===== src/rtl/bilinear_pkg.sv =====
// Shared widths, fixed-point constants, FSM states and the coordinate payload
// carried down the bilinear coordinate pipeline.
package bilinear_pkg;

    localparam int unsigned COORD_WIDTH = 12;
    localparam int unsigned FIX_WIDTH   = 12;
    localparam int unsigned STEP_WIDTH  = COORD_WIDTH + FIX_WIDTH;
    localparam int unsigned ACC_WIDTH   = STEP_WIDTH + 1;
    localparam int unsigned PROD_WIDTH  = 2 * FIX_WIDTH;
    localparam int unsigned ONE         = 1 << FIX_WIDTH;
    localparam int unsigned HALF        = 1 << (FIX_WIDTH - 1);

    typedef enum logic [1:0] {
        ST_IDLE  = 2'd0,
        ST_RUN   = 2'd1,
        ST_DRAIN = 2'd2,
        ST_DONE  = 2'd3
    } state_e;

    typedef struct packed {
        logic [COORD_WIDTH-1:0] x0;
        logic [COORD_WIDTH-1:0] x1;
        logic [COORD_WIDTH-1:0] y0;
        logic [COORD_WIDTH-1:0] y1;
        logic [FIX_WIDTH-1:0]   fx;
        logic [FIX_WIDTH-1:0]   fy;
        logic                   last_col;
        logic                   last;
    } coord_t;

    // Source position of destination pixel 0: step/2 - 0.5 in signed Q format.
    function automatic logic signed [ACC_WIDTH-1:0] acc_init(input logic [STEP_WIDTH-1:0] step);
        return $signed({1'b0, step >> 1}) - $signed(ACC_WIDTH'(HALF));
    endfunction

endpackage


===== src/rtl/bilinear_axis_map.sv =====
// One axis of the destination-to-source mapping: running accumulator (stage 1)
// followed by clamp and integer/fraction split (stage 2).
module bilinear_axis_map
    import bilinear_pkg::*;
(
    input  logic                   clk_i,
    input  logic                   rst_i,
    input  logic                   load_i,
    input  logic                   step_en_i,
    input  logic                   adv_i,
    input  logic [STEP_WIDTH-1:0]  step_i,
    input  logic [COORD_WIDTH-1:0] size_i,
    output logic [COORD_WIDTH-1:0] i0_o,
    output logic [COORD_WIDTH-1:0] i1_o,
    output logic [FIX_WIDTH-1:0]   frac_o
);

    logic signed [ACC_WIDTH-1:0] acc;
    logic [COORD_WIDTH-1:0]      int_part;
    logic [COORD_WIDTH-1:0]      last_idx;

    assign int_part = acc[ACC_WIDTH-2 -: COORD_WIDTH];
    assign last_idx = size_i - COORD_WIDTH'(1);

    // Stage 1: source position of the coordinate just issued.
    always_ff @(posedge clk_i or posedge rst_i) begin
        if (rst_i) begin
            acc <= '0;
        end else if (load_i) begin
            acc <= acc_init(step_i);
        end else if (step_en_i) begin
            acc <= acc + $signed({1'b0, step_i});
        end
    end

    // Stage 2: clamp to the source edges, then split into neighbours and fraction.
    always_ff @(posedge clk_i or posedge rst_i) begin
        if (rst_i) begin
            i0_o   <= '0;
            i1_o   <= '0;
            frac_o <= '0;
        end else if (adv_i) begin
            if (acc[ACC_WIDTH-1]) begin
                i0_o   <= '0;
                i1_o   <= '0;
                frac_o <= '0;
            end else if (int_part >= last_idx) begin
                i0_o   <= last_idx;
                i1_o   <= last_idx;
                frac_o <= '0;
            end else begin
                i0_o   <= int_part;
                i1_o   <= int_part + COORD_WIDTH'(1);
                frac_o <= acc[FIX_WIDTH-1:0];
            end
        end
    end

endmodule


===== src/rtl/bilinear_coord_gen.sv =====
// Raster-scan destination walker producing source neighbour indices and
// bilinear weights through a 4-stage, backpressure-aware pipeline.
module bilinear_coord_gen
    import bilinear_pkg::*;
(
    input  logic                   clk_i,
    input  logic                   rst_i,
    input  logic                   start_i,
    input  logic [COORD_WIDTH-1:0] src_w_i,
    input  logic [COORD_WIDTH-1:0] src_h_i,
    input  logic [COORD_WIDTH-1:0] dst_w_i,
    input  logic [COORD_WIDTH-1:0] dst_h_i,
    input  logic [STEP_WIDTH-1:0]  step_x_i,
    input  logic [STEP_WIDTH-1:0]  step_y_i,
    output logic                   m_tvalid_o,
    input  logic                   m_tready_i,
    output logic [COORD_WIDTH-1:0] x0_o,
    output logic [COORD_WIDTH-1:0] x1_o,
    output logic [COORD_WIDTH-1:0] y0_o,
    output logic [COORD_WIDTH-1:0] y1_o,
    output logic [FIX_WIDTH-1:0]   weight00_o,
    output logic [FIX_WIDTH-1:0]   weight01_o,
    output logic [FIX_WIDTH-1:0]   weight10_o,
    output logic [FIX_WIDTH-1:0]   weight11_o,
    output logic                   last_col_o,
    output logic                   last_o,
    output logic                   busy_o,
    output logic                   done_o
);

    state_e state_q, state_d;

    logic [COORD_WIDTH-1:0] src_w_q, src_h_q, dst_w_q, dst_h_q;
    logic [STEP_WIDTH-1:0]  step_x_q, step_y_q;
    logic [COORD_WIDTH-1:0] dx_q, dy_q;

    logic adv, accept, issue, row_end, last_coord;

    logic                   v1_q, lc1_q, l1_q;
    logic                   v2_q, lc2_q, l2_q;
    logic [COORD_WIDTH-1:0] x0_s2, x1_s2, y0_s2, y1_s2;
    logic [FIX_WIDTH-1:0]   fx_s2, fy_s2;
    logic                   v3_q;
    coord_t                 s3_q;
    logic [PROD_WIDTH-1:0]  prod_q;

    logic [FIX_WIDTH-1:0]   w11_c, w01_c, w10_c, w00_c;
    logic [FIX_WIDTH+1:0]   w00_full;

    assign adv        = ~m_tvalid_o | m_tready_i;
    assign accept     = (state_q == ST_IDLE) & start_i;
    assign issue      = (state_q == ST_RUN) & adv;
    assign row_end    = (dx_q == dst_w_q - COORD_WIDTH'(1));
    assign last_coord = row_end & (dy_q == dst_h_q - COORD_WIDTH'(1));
    assign busy_o     = (state_q != ST_IDLE);
    assign done_o     = (state_q == ST_DONE);

    always_ff @(posedge clk_i or posedge rst_i) begin
        if (rst_i) begin
            state_q <= ST_IDLE;
        end else begin
            state_q <= state_d;
        end
    end

    always_comb begin
        state_d = state_q;
        case (state_q)
            ST_IDLE: begin
                if (start_i) begin
                    state_d = (dst_w_i == '0 || dst_h_i == '0) ? ST_DONE : ST_RUN;
                end
            end
            ST_RUN: begin
                if (issue && last_coord) begin
                    state_d = ST_DRAIN;
                end
            end
            ST_DRAIN: begin
                if (m_tvalid_o && m_tready_i && last_o) begin
                    state_d = ST_DONE;
                end
            end
            ST_DONE:  state_d = ST_IDLE;
            default:  state_d = ST_IDLE;
        endcase
    end

    // Frame configuration is frozen at the accepted start.
    always_ff @(posedge clk_i or posedge rst_i) begin
        if (rst_i) begin
            src_w_q  <= '0;
            src_h_q  <= '0;
            dst_w_q  <= '0;
            dst_h_q  <= '0;
            step_x_q <= '0;
            step_y_q <= '0;
        end else if (accept) begin
            src_w_q  <= src_w_i;
            src_h_q  <= src_h_i;
            dst_w_q  <= dst_w_i;
            dst_h_q  <= dst_h_i;
            step_x_q <= step_x_i;
            step_y_q <= step_y_i;
        end
    end

    always_ff @(posedge clk_i or posedge rst_i) begin
        if (rst_i) begin
            dx_q <= '0;
            dy_q <= '0;
        end else if (accept) begin
            dx_q <= '0;
            dy_q <= '0;
        end else if (issue) begin
            if (row_end) begin
                dx_q <= '0;
                dy_q <= dy_q + COORD_WIDTH'(1);
            end else begin
                dx_q <= dx_q + COORD_WIDTH'(1);
            end
        end
    end

    bilinear_axis_map u_axis_x (
        .clk_i     (clk_i),
        .rst_i     (rst_i),
        .load_i    (issue && dx_q == '0),
        .step_en_i (issue && dx_q != '0),
        .adv_i     (adv),
        .step_i    (step_x_q),
        .size_i    (src_w_q),
        .i0_o      (x0_s2),
        .i1_o      (x1_s2),
        .frac_o    (fx_s2)
    );

    bilinear_axis_map u_axis_y (
        .clk_i     (clk_i),
        .rst_i     (rst_i),
        .load_i    (issue && dx_q == '0 && dy_q == '0),
        .step_en_i (issue && dx_q == '0 && dy_q != '0),
        .adv_i     (adv),
        .step_i    (step_y_q),
        .size_i    (src_h_q),
        .i0_o      (y0_s2),
        .i1_o      (y1_s2),
        .frac_o    (fy_s2)
    );

    // Valid and flag tracking for stages 1-2; bubbles carry cleared flags.
    always_ff @(posedge clk_i or posedge rst_i) begin
        if (rst_i) begin
            v1_q  <= 1'b0;
            lc1_q <= 1'b0;
            l1_q  <= 1'b0;
            v2_q  <= 1'b0;
            lc2_q <= 1'b0;
            l2_q  <= 1'b0;
        end else if (adv) begin
            v1_q  <= issue;
            lc1_q <= issue & row_end;
            l1_q  <= issue & last_coord;
            v2_q  <= v1_q;
            lc2_q <= lc1_q;
            l2_q  <= l1_q;
        end
    end

    // Stage 3: fraction product for the lower-right weight.
    always_ff @(posedge clk_i or posedge rst_i) begin
        if (rst_i) begin
            v3_q   <= 1'b0;
            s3_q   <= '0;
            prod_q <= '0;
        end else if (adv) begin
            v3_q   <= v2_q;
            s3_q   <= '{x0: x0_s2, x1: x1_s2, y0: y0_s2, y1: y1_s2,
                        fx: fx_s2, fy: fy_s2, last_col: lc2_q, last: l2_q};
            prod_q <= PROD_WIDTH'(fx_s2) * PROD_WIDTH'(fy_s2);
        end
    end

    always_comb begin
        w11_c    = FIX_WIDTH'((prod_q + PROD_WIDTH'(HALF)) >> FIX_WIDTH);
        w01_c    = s3_q.fx - w11_c;
        w10_c    = s3_q.fy - w11_c;
        w00_full = (FIX_WIDTH+2)'(ONE) - (FIX_WIDTH+2)'(s3_q.fx)
                 - (FIX_WIDTH+2)'(s3_q.fy) + (FIX_WIDTH+2)'(w11_c);
        // 1.0 is not representable in FIX_WIDTH bits; clip the integer-aligned case.
        w00_c    = (w00_full == (FIX_WIDTH+2)'(ONE)) ? FIX_WIDTH'(ONE - 1)
                                                     : w00_full[FIX_WIDTH-1:0];
    end

    // Stage 4: output register, frozen while the consumer stalls.
    always_ff @(posedge clk_i or posedge rst_i) begin
        if (rst_i) begin
            m_tvalid_o <= 1'b0;
            x0_o       <= '0;
            x1_o       <= '0;
            y0_o       <= '0;
            y1_o       <= '0;
            weight00_o <= '0;
            weight01_o <= '0;
            weight10_o <= '0;
            weight11_o <= '0;
            last_col_o <= 1'b0;
            last_o     <= 1'b0;
        end else if (adv) begin
            m_tvalid_o <= v3_q;
            x0_o       <= s3_q.x0;
            x1_o       <= s3_q.x1;
            y0_o       <= s3_q.y0;
            y1_o       <= s3_q.y1;
            weight00_o <= w00_c;
            weight01_o <= w01_c;
            weight10_o <= w10_c;
            weight11_o <= w11_c;
            last_col_o <= s3_q.last_col;
            last_o     <= s3_q.last;
        end
    end

endmodule

===== config.mk =====
export PLATFORM = sky130hd
export DESIGN_NAME = bilinear_coord_gen
export DESIGN_NICKNAME = d
export VERILOG_FILES = /design/src/rtl/bilinear_pkg.sv /design/src/rtl/bilinear_axis_map.sv /design/src/rtl/bilinear_coord_gen.sv
export SDC_FILE = /design/constraint.sdc
export NUM_CORES = 2
export LEC_CHECK = 0
export BUFFER_PORTS_ARGS = -buffer_cell sky130_fd_sc_hd__clkbuf_2
export CORE_AREA = 3 3 219 221
export CTS_CLUSTER_SIZE = 8
export DETAILED_ROUTE_END_ITERATION = 7
export DIE_AREA = 0 0 222 224
export PLACE_DENSITY = 0.89
export SKIP_LAST_GASP = 1
export SYNTH_ARGS = -nofsm -noshare
export SYNTH_HDL_FRONTEND = slang
export SYNTH_SLANG_ARGS = --single-unit

===== constraint.sdc =====
create_clock -name clk_i -period 16.1 [get_ports clk_i]
set_input_delay 2.415 -clock clk_i [delete_from_list [all_inputs] [get_ports clk_i]]
set_output_delay 2.415 -clock clk_i [all_outputs]
set_load 0.005 [all_outputs]

== Yosys cells after proc, flatten, opt, wreduce, memory -nomap -nowiden ==
Index checks and enable logic that the tools add are counted.

* Register bits: 448
* Bits of input ports: 100

* Add/subtract/negate cells: 18
* Multipliers: 1
* Order comparisons: 2
* Eq/ne operators: 9
* Mux-type cells: 28
* Bitwise operators: 7
* Reductions and logical operators: 22

{| class="wikitable"
|+ Operators with widths
! kind !! count
|-
| $mux 12 || 19
|-
| $mux 25 || 4
|-
| $add 25x25->25 || 2
|-
| $add 12x1->12 const B || 4
|-
| $logic_not 12->1 || 4
|-
| $sub 12x1->12 const B || 4
|-
| $sub 23x12->24 const B || 2
|-
| $add 24x12->24 const B || 1
|-
| $eq 12x12->1 || 2
|-
| $ge 12x12->1 || 2
|-
| $mul 12x12->24 || 1
|-
| $reduce_bool 12->1 || 2
|-
| $sub 12x12->12 || 2
|-
| $add 14x12->14 || 1
|-
| $eq 14x13->1 const B || 1
|-
| $sub 13x12->14 const A || 1
|-
| $sub 14x12->14 || 1
|-
| $reduce_bool 2->1 || 5
|-
| $mux 2 || 4
|-
| $pmux 2 s4 || 1
|-
| $logic_and 1x1->1 || 7
|-
| $and 1x1->1 || 5
|-
| $eq 2x2->1 const B || 2
|-
| $ne 2x2->1 const B || 2
|-
| 8 further kinds || 8
|}

== Longest topological paths before layout ==
* Depth in word-level cells: 7
* Mapped depth: 20
* Depth with buffers taken out: 19

== Cells and area by module ==
Synthesis repeated with hierarchy kept, for this count alone.

* Cell total of the unflattened synthesis: 3280
* Area, all modules: 28648.7 um^2

{| class="wikitable"
|+ By module, submodules not included
! module !! times used !! cells an instance !! area each (um^2)
|-
| bilinear_coord_gen || 1 || 2218 || 19324.8
|-
| bilinear_axis_map || 2 || 531 || 4662.0
|}

== Worst setup path before layout ==
OpenSTA, ideal clock, no wires.

* Path kind: register to register
* From: register u_axis_y.frac_o[3]
* To: register prod_q[22]
* Setup time: 0.069 ns
* Data arrival time: 5.632 ns
* Required time: 16.031 ns
* Setup slack: 10.399 ns
* Stages on the path, launching flop included: 19
* Path buffers: 1
* Period minus slack after synthesis: 5.701 ns
* Cell sequence: dfrtp_1 -> clkbuf_1 -> nand2_1 -> fa_1 -> fa_1 -> fa_1 -> inv_1 -> fa_1 -> inv_1 -> fa_1 -> inv_1 -> ha_1 -> a21oi_1 -> o21ai_0 -> a31o_2 -> a221o_1 -> a41o_1 -> or4b_2 -> nand3_1

* Longest elaborated chain between the ends: 1

{| class="wikitable"
|+ Ends and longest elaborated chain
! element !! line !! source
|-
| start: declaration || bilinear_axis_map.sv:15 || <nowiki>output logic [FIX_WIDTH-1:0] frac_o</nowiki>
|-
| start signal: assignment || bilinear_axis_map.sv:54 || <nowiki>frac_o <= acc[FIX_WIDTH-1:0];</nowiki>
|-
| $mul 12x12->24 || bilinear_coord_gen.sv:180 || <nowiki>prod_q <= PROD_WIDTH'(fx_s2) * PROD_WIDTH'(fy_s2);</nowiki>
|-
| end signal: assignment || bilinear_coord_gen.sv:180 ||
|-
| end: declaration || bilinear_coord_gen.sv:45 || <nowiki>logic [PROD_WIDTH-1:0] prod_q;</nowiki>
|}

No other way between the ends.
A chain may end at the register's enable or synchronous reset.

== Worst setup path in the final report ==
* From: register u_axis_x.frac_o[2]
* To: register prod_q[22]

* Longest elaborated chain between the ends: 1

{| class="wikitable"
|+ Ends and longest elaborated chain
! element !! line
|-
| start: declaration || bilinear_axis_map.sv:15
|-
| start signal: assignment || bilinear_axis_map.sv:54
|-
| $mul 12x12->24 || bilinear_coord_gen.sv:180
|}

No other way between the ends.

==> qor.txt <==
IO Count -> 201
Hold Buf Count CTS -> 0
Highest Clock Rate -> 0.163 GHz
WL per Instance -> 17.5 um
Fin crit share -> 38.0%
Detail Route Antenna Nets -> 0
Headroom to the max-slew limit -> 21.1%
Die ar. -> 49700 um2
Clock root cell -> clkbuf_16
Maximum vdd drop -> 0.191 mV
Worst Tran Pin Value -> 1.18 ns
Fraction of layout cells with a size suffix above 1 -> 9.08%
Later-pin clock latency in the skew report -> 0.65 ns
Max Cap Violations -> 0
Initial antenna violation count -> 0
Largest net degree at the start of global routing -> 174
Worst path required time -> 16.63 ns
Mapped Avg Cell Area -> 8.65 um2
Yosys warns -> 0
Post-synth net total -> 3682
Worst setup EP type -> register
Synth cell types -> 72
Fin. max-slew vios -> 0
Final Skew -> 0.0444 ns
Via/cell ratio -> 5.82
Cells after synthesis -> 3285
Final hold viol count -> 0
H-tree depth -> 2
Core Box Area -> 46400 um2
Final wirelength -> 70.5 mm
Placed Area -> 29800 um2
All-Layer GR Usage -> 28.1%
Largest cells by area after synthesis -> dfrtp_1 (38%), nand2_1 (12%), fa_1 (8.1%)
Leak -> 16.0 nW
Setup_tns -> 0 ns
Most common library cells after synthesis -> nand2_1 (916), dfrtp_1 (437), inv_1 (202)
Row count -> 79
Initial DRC Count -> 1955
Non-Filler Cell Area, Final -> 31400 um2
Setup CP Type -> reg -> reg
RSZ-0062 raised after global routing -> false
Residual DRC -> 0
Most frequent cell after synthesis -> nand2_1
Final setup violation count -> 0
Total CTS buffers -> 61
Status -> finished clean
Critical path arrival -> 6.66 ns
Min Clock Period, post-route -> 6.13 ns
# clock sinks -> 437
Reg clk slew, reported paths -> 0.05 ns
Sequential area share after synthesis -> 38.5%
Flops & latches, synth -> 437
Grt ovf -> 0
Vias in the first global route -> 22900
Synth area leader -> dfrtp_1
CP Launch Type -> register
HP Class -> reg -> reg
CTS resizes -> 0
Post-Syn Area -> 28400 um2
I/O Buffers -> 200
DPL Wire Length -> 50.0 mm
Starting Density -> 61.3%
Crit-path max FO -> 14
First-pass GRT wire length -> 116 mm
EDFF count, synth -> 0
Fin nets -> 3806
Yosys top cell area share -> 38.5%
Async set-reset flop share out of synthesis -> 100%
Max Root-Sink Buffers -> 3
Postcts setup bufs -> 0
CTS tree -> built
Pre-Repair DR Iteration Count -> 8
Routability congestion estimate -> 0.937
Chip Height -> 224 um
PD cells -> 219 nW/um2
Synth-to-layout area growth -> 10.5%
DR vias -> 23400
Ys flop type -> dfrtp_1
Die W -> 222 um
routing by layer:
layer | wire [um] | GRT usage, %
met5 | 0 | 0
met4 | 1700 | 8.73
met3 | 5150 | 4.32
met2 | 32700 | 45.2
met1 | 30900 | 40.0
per-stage QoR:
step	hold slack [ns]	power, mW	utilization, %	worst slack [ns]	std cells
after floorplan	0.430	4.67	-	1.51	3285
after global placement	0.444	5.49	64.2	10.18	3953
after detailed placement	0.455	5.64	64.2	10.04	3953
after CTS	0.466	6.83	67.7	9.98	4021
after global routing	0.483	7.42	67.7	9.73	4021
final	0.461	6.86	67.7	9.97	4022
final timing paths:
path | slack (ns) | cells after the start | start | to
worst max-delay path | 9.97 | 17 | u_axis_x.frac_o[2]$_DFFE_PP0N_ | prod_q[22]$_DFFE_PP0N_
min in group asynchronous | 1.92 | 2 | rst_i | step_y_q[0]$_DFFE_PP0P_
worst min-delay path | 0.46 | 2 | x0_o[8]$_DFFE_PP0N_ | x0_o[8]$_DFFE_PP0N_
worst max register to register | 9.97 | 17 | u_axis_x.frac_o[2]$_DFFE_PP0N_ | prod_q[22]$_DFFE_PP0N_
max in group asynchronous | 12.61 | 3 | rst_i | weight11_o[11]$_DFFE_PP0N_
worst min register to register | 0.46 | 2 | x0_o[8]$_DFFE_PP0N_ | x0_o[8]$_DFFE_PP0N_
state kept, by name (all words and copies together), names as in the netlist, 13 cells and up:
| register | cells |
|---|---|
| prod_q | 13 |
| s3_q | 74 |
| step_x_q | 24 |
| step_y_q | 24 |
| u_axis_x.acc | 25 |
| u_axis_y.acc | 25 |
report_power, final:
group / internal (mW) / total [mW] / switching (mW)
sequential: 1.57 / 2.11 / 0.546
combinational: 1.51 / 3.62 / 2.11
clock: 0.667 / 1.13 / 0.464
total: 3.74 / 6.86 / 3.12
layout make-up:
cell class                      instances  area (um2)
Clock buffer                           63        1530
Inverter                              202         766
Clock inverter                          5         104
Antenna cell                            1        2.50
Sequential cell                       437       10900
Tap cell                              607         759
Fill cell                            3548       15000
Multi-Input combinational cell       2490       16100
Timing Repair Buffer                  217        1150
kinds of logic after synthesis:
logic type	count (synthesis)	share of synthesized area, %
buffers and inverters	358	4.79
xor gates and xnor gates	173	5.38
and+or+nand+nor	1433	21.9
AOI/OAI and AO/OA	578	13.0
DFF	437	38.5
muxes	9	0.326
adders and majority gates	297	16.1
placed cells by master, fill, tap and decap left out, types with 62 or more instances in the layout:
cell type | Yosys | routed
fa_1 | 115 | 115
nor2_1 | 164 | 163
nand2_1 | 916 | 915
xnor2_1 | 98 | 98
xor2_1 | 74 | 74
o21ai_0 | 182 | 182
nand3_1 | 67 | 67
dfrtp_1 | 437 | 437
ha_1 | 182 | 182
and2_1 | 63 | 62
a21oi_1 | 142 | 142
inv_1 | 202 | 201
clkbuf_2 | 0 | 200
worst max-delay path, stage by stage, from the launching register on:
cell and delay [ns]:
dfrtp_1 0.71, nand2_1 0.18, fa_1 0.44, fa_1 0.48, fa_1 0.56, inv_1 0.06
fa_1 0.53, inv_1 0.05, fa_1 0.52, inv_1 0.04, ha_1 0.30, a21oi_1 0.12
o21ai_0 0.20, a31o_2 0.36, a221o_1 0.39, a41o_1 0.33, or4b_2 0.64, nand3_1 0.12
Power figures use the tool's default switching activity.
